File: config.mk
export PLATFORM = sky130hd
export DESIGN_NAME = alu_operand_stage
export DESIGN_NICKNAME = d
export VERILOG_FILES = /design/src/rtl/alu_operand_stage_pkg.sv /design/src/rtl/alu_operand_stage_skid.sv /design/src/rtl/alu_operand_stage.sv
export SDC_FILE = /design/constraint.sdc
export NUM_CORES = 1
export LEC_CHECK = 0
export CAP_MARGIN = 20
export CORE_MARGIN = 3
export CORE_UTILIZATION = 41
export DETAILED_ROUTE_END_ITERATION = 8
export PLACE_DENSITY = 0.92
export REMOVE_ABC_BUFFERS = 1
export SYNTH_ARGS = -nofsm -noshare
export SYNTH_HDL_FRONTEND = slang
export SYNTH_SLANG_ARGS = --single-unit
File: constraint.sdc
create_clock -name iClk -period 1.6 [get_ports iClk]
set_input_delay 0.24 -clock iClk [delete_from_list [all_inputs] [get_ports iClk]]
set_output_delay 0.24 -clock iClk [all_outputs]
set_load 0.02 [all_outputs]
File: src/rtl/alu_operand_stage_pkg.sv
// rtl/alu_operand_stage_pkg.sv - shared types and constants for the ALU operand stage
// Holds the B-operand source select encoding and the call-constant helper.
package alu_operand_stage_pkg;

  typedef enum logic [1:0] {
    SRC_REG  = 2'd0,
    SRC_IMM  = 2'd1,
    SRC_CALL = 2'd2,
    SRC_FWD  = 2'd3
  } src_sel_t;

  localparam int unsigned CALL_MAX_W = 256;

  // The caller keeps the low w bits.
  function automatic logic [CALL_MAX_W-1:0] call_const(input int unsigned w);
    return {CALL_MAX_W{1'b1}} >> (CALL_MAX_W - w);
  endfunction

endpackage

File: src/rtl/alu_operand_stage_skid.sv
// rtl/alu_operand_stage_skid.sv - 2-entry valid/ready skid buffer for the operand stage
// The main register drives the outputs; the skid entry absorbs one operand while stalled.
module alu_operand_stage_skid #(
  parameter int WIDTH = 32
) (
  input  logic             clk_i,
  input  logic             rst_ni,
  input  logic             in_valid_i,
  input  logic [WIDTH-1:0] in_data_i,
  output logic             full_o,
  output logic             out_valid_o,
  output logic [WIDTH-1:0] out_data_o,
  input  logic             out_ready_i
);

  localparam logic [1:0] S_EMPTY = 2'd0;
  localparam logic [1:0] S_ONE   = 2'd1;
  localparam logic [1:0] S_FULL  = 2'd2;

  logic [1:0]       state_q, state_d;
  logic [WIDTH-1:0] main_q, main_d;
  logic [WIDTH-1:0] skid_q, skid_d;

  always_comb begin
    state_d = state_q;
    main_d  = main_q;
    skid_d  = skid_q;
    case (state_q)
      S_EMPTY: begin
        if (in_valid_i) begin
          main_d  = in_data_i;
          state_d = S_ONE;
        end
      end
      S_ONE: begin
        if (in_valid_i && out_ready_i) begin
          main_d = in_data_i;
        end else if (in_valid_i) begin
          skid_d  = in_data_i;
          state_d = S_FULL;
        end else if (out_ready_i) begin
          state_d = S_EMPTY;
        end
      end
      S_FULL: begin
        // in_valid_i is never asserted here; the parent gates accept with full_o.
        if (out_ready_i) begin
          main_d  = skid_q;
          state_d = S_ONE;
        end
      end
      default: state_d = S_EMPTY;
    endcase
  end

  always_ff @(posedge clk_i or negedge rst_ni) begin
    if (!rst_ni) begin
      state_q <= S_EMPTY;
      main_q  <= '0;
      skid_q  <= '0;
    end else begin
      state_q <= state_d;
      main_q  <= main_d;
      skid_q  <= skid_d;
    end
  end

  assign full_o      = (state_q == S_FULL);
  assign out_valid_o = (state_q != S_EMPTY);
  assign out_data_o  = main_q;

endmodule

File: src/rtl/alu_operand_stage.sv
// rtl/alu_operand_stage.sv - B-operand select, forwarding stall and skid output stage
// Forwarding selection, stall detection and the stall counter exist only with ALU_OPERAND_FWD_EN.
module alu_operand_stage
  import alu_operand_stage_pkg::*;
#(
  parameter int WIDTH     = 32,
  parameter int NUM_FWD   = 2,
  parameter int FWD_IDX_W = (NUM_FWD > 1) ? $clog2(NUM_FWD) : 1,
  parameter int CNT_W     = 16
) (
  input  logic                     iClk,
  input  logic                     iRstN,
  input  logic                     iValid,
  output logic                     oReady,
  input  logic [1:0]               iSrcSel,
  input  logic [FWD_IDX_W-1:0]     iFwdIdx,
  input  logic [WIDTH-1:0]         iSrc,
  input  logic [WIDTH-1:0]         iImmediate,
  input  logic [NUM_FWD*WIDTH-1:0] iFwdData,
  input  logic [NUM_FWD-1:0]       iFwdValid,
  output logic                     oValid,
  input  logic                     iReady,
  output logic [WIDTH-1:0]         oSrc,
  output logic [CNT_W-1:0]         oStallCnt
);

  localparam logic [CALL_MAX_W-1:0] CALL_FULL = call_const(WIDTH);
  localparam logic [WIDTH-1:0]      CALL_VAL  = CALL_FULL[WIDTH-1:0];

  src_sel_t         sel;
  logic [WIDTH-1:0] operand;
  logic             fwd_stall;
  logic             full;
  logic             accept;

  assign sel = src_sel_t'(iSrcSel);

`ifdef ALU_OPERAND_FWD_EN
  logic [WIDTH-1:0] fwd_data;
  logic             fwd_ok;
  logic [CNT_W-1:0] stall_cnt_q, stall_cnt_d;

  // An index with no matching source leaves fwd_ok low, so it stalls forever.
  always_comb begin
    fwd_data = '0;
    fwd_ok   = 1'b0;
    for (int k = 0; k < NUM_FWD; k++) begin
      if (iFwdIdx == FWD_IDX_W'(k)) begin
        fwd_data = iFwdData[k*WIDTH +: WIDTH];
        fwd_ok   = iFwdValid[k];
      end
    end
  end

  assign fwd_stall = iValid && (sel == SRC_FWD) && !fwd_ok;

  always_comb begin
    operand = iSrc;
    case (sel)
      SRC_REG:  operand = iSrc;
      SRC_IMM:  operand = iImmediate;
      SRC_CALL: operand = CALL_VAL;
      SRC_FWD:  operand = fwd_data;
      default:  operand = iSrc;
    endcase
  end

  always_comb begin
    stall_cnt_d = stall_cnt_q;
    if (fwd_stall && (stall_cnt_q != {CNT_W{1'b1}})) begin
      stall_cnt_d = stall_cnt_q + 1'b1;
    end
  end

  always_ff @(posedge iClk or negedge iRstN) begin
    if (!iRstN) begin
      stall_cnt_q <= '0;
    end else begin
      stall_cnt_q <= stall_cnt_d;
    end
  end

  assign oStallCnt = stall_cnt_q;
`else
  logic unused_fwd;

  assign unused_fwd = ^{iFwdData, iFwdValid, iFwdIdx};
  assign fwd_stall  = 1'b0;

  always_comb begin
    operand = iSrc;
    case (sel)
      SRC_REG:  operand = iSrc;
      SRC_IMM:  operand = iImmediate;
      SRC_CALL: operand = CALL_VAL;
      SRC_FWD:  operand = iSrc;
      default:  operand = iSrc;
    endcase
  end

  assign oStallCnt = '0;
`endif

  assign accept = iValid && !fwd_stall && !full;
  assign oReady = !full && !fwd_stall;

  alu_operand_stage_skid #(
    .WIDTH(WIDTH)
  ) u_skid (
    .clk_i       (iClk),
    .rst_ni      (iRstN),
    .in_valid_i  (accept),
    .in_data_i   (operand),
    .full_o      (full),
    .out_valid_o (oValid),
    .out_data_o  (oSrc),
    .out_ready_i (iReady)
  );

endmodule

==> summary.txt <==
Post-synth cell types: 26
Pin count of the biggest net entering global routing: 37
Yosys warning total: 0
Vias in the first global route: 3896
Cts bufs inserted: 9
Worst EP required: 1.36 ns
CTS max path bufs: 2
Remaining DRCs: 0
Drt total wl: 12500 µm
Die height: 103 µm
Slowest CP cell: clkdlybuf4s50_1
Worst setup EP type: primary output
Synth top area share: 0.426
Psw: 2.75 mW
Clk pin slew, worst setup/hold paths: 0.08 ns
# diodes: 0
Pleak: 2.57 nW
Internal power: 5.12 mW
Final Skew: 0.0104 ns
Setup CP Type: reg -> out
CORE AREA: 8930 µm²
Setup WS post-layout: 0.0401 ns
DP Wirelength: 7650 µm
Via Count: 3505
RSZ-0062 raised after global routing: no
Avg Inst Size Synth: 10.8 µm²
Global-route wire length before repair: 20200 µm
Final period utilization: 0.975
Hold/Removal Path Class: in -> async
Gpl congestion: 0.759
Dpl ws: -0.554 ns
Routed Antenna Nets: 0
Finish-stage setup viols: 0
Nets: 643
Period minus WS final: 1.56 ns
Pwr dens: 1290 nW/µm²
Clk network pwr share: 0.184
Worst path max stage delay: 0.62 ns
Comb pwr share: 0.456
Initial antenna violation count: 0
Root Buffer: clkbuf_8
Seq pwr share: 0.359
Worst EP arrival: 1.32 ns
Max H-tree Level: 3
Die W: 103 µm
Avg WL per Cell: 20.3 µm
Top cells by area, synth: dfrtp_1 43%, o31ai_1 12%, mux2_4 12%, nand3b_1 6.4%, a211oi_1 6.2%
Ports: 187
Starting Density: 0.434
Clock Latency Late Sink: 0.33 ns
Yosys reg bits: 66
Status: completed
Sw frac: 0.350
FP Rows: 34
Number of fill cells: 639
Mapped Area: 3880 µm²
Design area: 6120 µm²
Area Overhead vs Synth: 57.8%
Share of cells above drive strength 1: 0.338
Mapped Cells: 358
Worst path cell trace: clkdlybuf4s50_1
Vias/cell: 5.68
Seq/Total Area, Yosys: 0.426
Final hold violations: 0
Die Area: 10700 µm²
Maximum VDD drop: 0.656 mV
Fmax: 641 MHz
Final Non-Filler Cells: 617
Worst path bufs/invs: 1
Initial DRC Count: 133
# clock sinks: 66
Pwr Total: 7.87 mW
Port Buffers: 103
Post-synth top area cell: dfrtp_1
Placed cells: 594
CP startpoint kind: flop
Register area: 1650 µm²
Placed Area: 5340 µm²
Fin. max-slew vios: 0
DR pass1 iterations: 4
Total Routing Usage GR: 0.248
Multi-input logic area: 2360 µm²
CTS tree: done
MaxCap Viol Count: 0
Max Fanout on Critical Path: 2
Congestion Overflow GR: 0
Top delay family on crit path: buffers and inverters
cells by family (layout without fill, tap and decap cells):
kind of cell,after synthesis,count (layout),share of synthesized area
buffers and inverters,54,190,0.0891
AO/OA/AOI/OAI,100,100,0.195
AND/OR/NAND/NOR,102,102,0.158
adder cells (fa/ha/maj),2,2,0.00645
multiplexers,33,33,0.125
other,1,16,0.000967
flip-flops,66,66,0.426
cell type report:
type | count | share of cell area
repair buffers | 171 | 0.287
multi-input cells | 253 | 0.385
well taps | 108 | 0.0221
flip-flops and latches | 66 | 0.270
inverters | 3 | 0.00184
clock inverters | 5 | 0.00859
clock buffers | 11 | 0.0247
timing repair:
item                                    4_1_cts  5_1_grt
endpoints found under the setup margin       44       40
pin swaps                                    34        0
hold buffers                                  1        0
cloned                                        5        0
endpoints found under the hold margin        30        0
gates resized for setup                      87       12
setup buffers                                 0        1
layout by cell type, fill, tap and decap left out, types with 2 or more instances in the layout:
cell type,count
clkdlybuf4s50_1,91
dfrtp_1,64
o31ai_1,59
buf_4,53
nand3b_1,33
nand2_1,32
mux2_4,30
nor2b_1,24
a211oi_4,23
conb_1,16
clkbuf_8,11
a211oi_2,9
nor2b_2,8
buf_12,8
dlymetal6s2s_1,7
o31ai_2,5
buf_16,5
clkinv_2,3
inv_1,2
mux2_2,2
ha_4,2
dlygate4sd2_1,2
buf_2,2
dfrtp_2,2
per-stage QoR:
stage / util / setup TNS (ns) / hold slack, ns
2_1_floorplan: - / -68.71 / -0.0556
3_3_place_gp: 0.598 / -22.79 / 0.206
3_5_place_dp: 0.598 / -26.50 / 0.208
4_1_cts: 0.682 / 0 / 0.392
5_1_grt: 0.685 / 0 / 0.413
6_report: 0.685 / 0 / 0.387
synthesized netlist by cell type (all sizes together):
library cell  number
o31ai             64
clkbuf            15
and2b              1
nand2             32
inv                3
a21boi             1
mux2i              1
nand4bb            1
nand2b             1
ha                 2
nand3b            33
o22ai              1
nor2b             33
a211oi            32
mux2              32
buf               36
dfrtp             66
conb               1
or2                1
o21ai              2
worst reg2reg max path, cell delays in order, from the launching register on:
cell      delay, ns
dfrtp_2        0.45
nand2b_1       0.21
o21ai_4        0.21
buf_12         0.22
mux2_2         0.36
flip-flops by register name (all words and copies together) (netlist names):
signal             cells
u_skid.state_q         2
u_skid.skid_q         32
u_skid.out_data_o     32
power by group through the flow:
stage               combinational [mW]  clock, mW  sequential (mW)
floorplan                         1.35          0             3.20
global placement                  3.19          0             2.78
detailed placement                3.31          0             2.82
CTS                               3.60       1.48             2.81
global route                      3.84       1.56             2.89
finish                            3.59       1.45             2.83
worst paths after layout:
check	start	slack [ns]	to	cells after the start
max in group asynchronous	iRstN	0.65	u_skid.skid_q[10]	3
min reg2reg	u_skid.skid_q[24]	0.49	u_skid.skid_q[24]	2
max	u_skid.out_data_o[1]	0.04	oSrc[1]	1
min	iRstN	0.39	u_skid.out_data_o[24]	2
max reg2reg	u_skid.state_q[1]	0.05	u_skid.out_data_o[31]	4
min in group iClk	u_skid.skid_q[24]	0.49	u_skid.skid_q[24]	2
routing by layer:
metal / vias to the layer above / global-route usage / share of wire
met1: 1771 / 0.315 / 0.41
met3: 20 / 0.0463 / 0.059
met2: 157 / 0.432 / 0.52
li1: 1557 / - / -
met5: - / 0 / 0
met4: 0 / 0.0677 / 0.016
(Power assumes the default switching activity.)
==> patch (same flow settings) <==
The option `ALU_OPERAND_FWD_EN` is turned on by a define.
--- a/src/rtl/alu_operand_stage.sv
+++ b/src/rtl/alu_operand_stage.sv
@@ -2,2 +2,4 @@
 // Forwarding selection, stall detection and the stall counter exist only with ALU_OPERAND_FWD_EN.
+`define ALU_OPERAND_FWD_EN
+
 module alu_operand_stage
Check against the original RTL: not equivalent (Yosys sat finds a counterexample within 4 cycles, from zero or initial values and one cycle with iRstN low).
==> patch against the original RTL <==
The run now ends with setup timing left; total power rose by 13%; register-to-register slack got worse by 0.15 ns; final area up 26%; fmax shrank 8.3%; synthesized area up 20%; non-clock buffer count rose by 102; sequential cell count grew 16; setup slack worse by 0.14 ns; clock skew is 0.0047 ns lower; combinational power fell by 2%; routed wire length is 21% higher; highest routed layer is now met5.
==> patch: results <==
[outcome]
status = finished with violations
violations = setup timing

[pwr]
comb-power_mw = 3.53
peakVddDrop_v = 0.000763
p_int_mw = 5.91
switching_share_pct = 33.4

[timing]
hold_ws_ns = 0.368
setup_viol = 10
tns_ns = -0.327
clock_skew_ns = 0.00562
fin_ws_ns = -0.102

[final_layout]
seqCellArea_mm2 = 0.00205
drive_above_1_share_pct = 31.4
seq_cells = 82
n_clock_buffer = 12
fillerInstances = 747
layout.non_clock_buffers = 273
multi_input_area_share_pct = 32.4
inverters_excl_clock = 2
stdcell_count = 870
num-multi-input-gates = 357

[worst_setup_path]
critPathMaxFanout = 4
r2r_start = oStallCnt[0]
cp.arrival_ns = 1.92

[global_routing]
grt_pass1_wl_um = 23100
antenna_found_initial = 1
grt_max_degree = 42

[logic_synthesis]
synth_common_cells = 82 x dfrtp_1, 71 x nand2_1, 65 x mux2_2
synth_compound_area_share_pct = 18.5
synthXorXnorAreaFrac_pct = 2.63
synth_cells = 478
yosysSeqAreaShare_pct = 43.9
muxShareOfSynthArea_pct = 16.5

[die]
die-area_mm2 = 0.0127

[cts]
cts-root-buf = clkbuf_16
cts-resized-gates = 39

[place]
place_hpwl_um = 10900
portBuffers = 186
place_ws_ns = -0.520

[routing]
first_iter_violations = 191
post_drt_wl_per_cell_um = 17.4
## patch: changes by cell type after synthesis, sizes merged, moves of 31 or more
| cell | before | now |
|---|---|---|
| o22ai | 1 | 33 |
| nor2 | 0 | 43 |
| a21oi | 0 | 33 |
| mux2 | 32 | 67 |
| o31ai | 64 | 1 |
| a211oi | 32 | 0 |
| o21ai | 2 | 66 |
| nor2b | 33 | 2 |
| nand3b | 33 | 1 |
| nand2 | 32 | 71 |
## patch: critical path, stage by stage, from the launching register on
cell	delay, ns
dfrtp_1	0.36
ha_2	0.20
nand3_2	0.11
or3_4	0.38
o21a_4	0.23
mux2_4	0.30
## patch: layer usage
metal	GRT usage [%]	up-vias	wire length [µm]	share of wire, %
met3	6.42	45	1080	7.1
met2	40.0	196	8000	53
met5	0	-	13	0.086
met1	24.9	2219	5580	37
li1	-	2173	-	-
met4	10.8	2	475	3.1
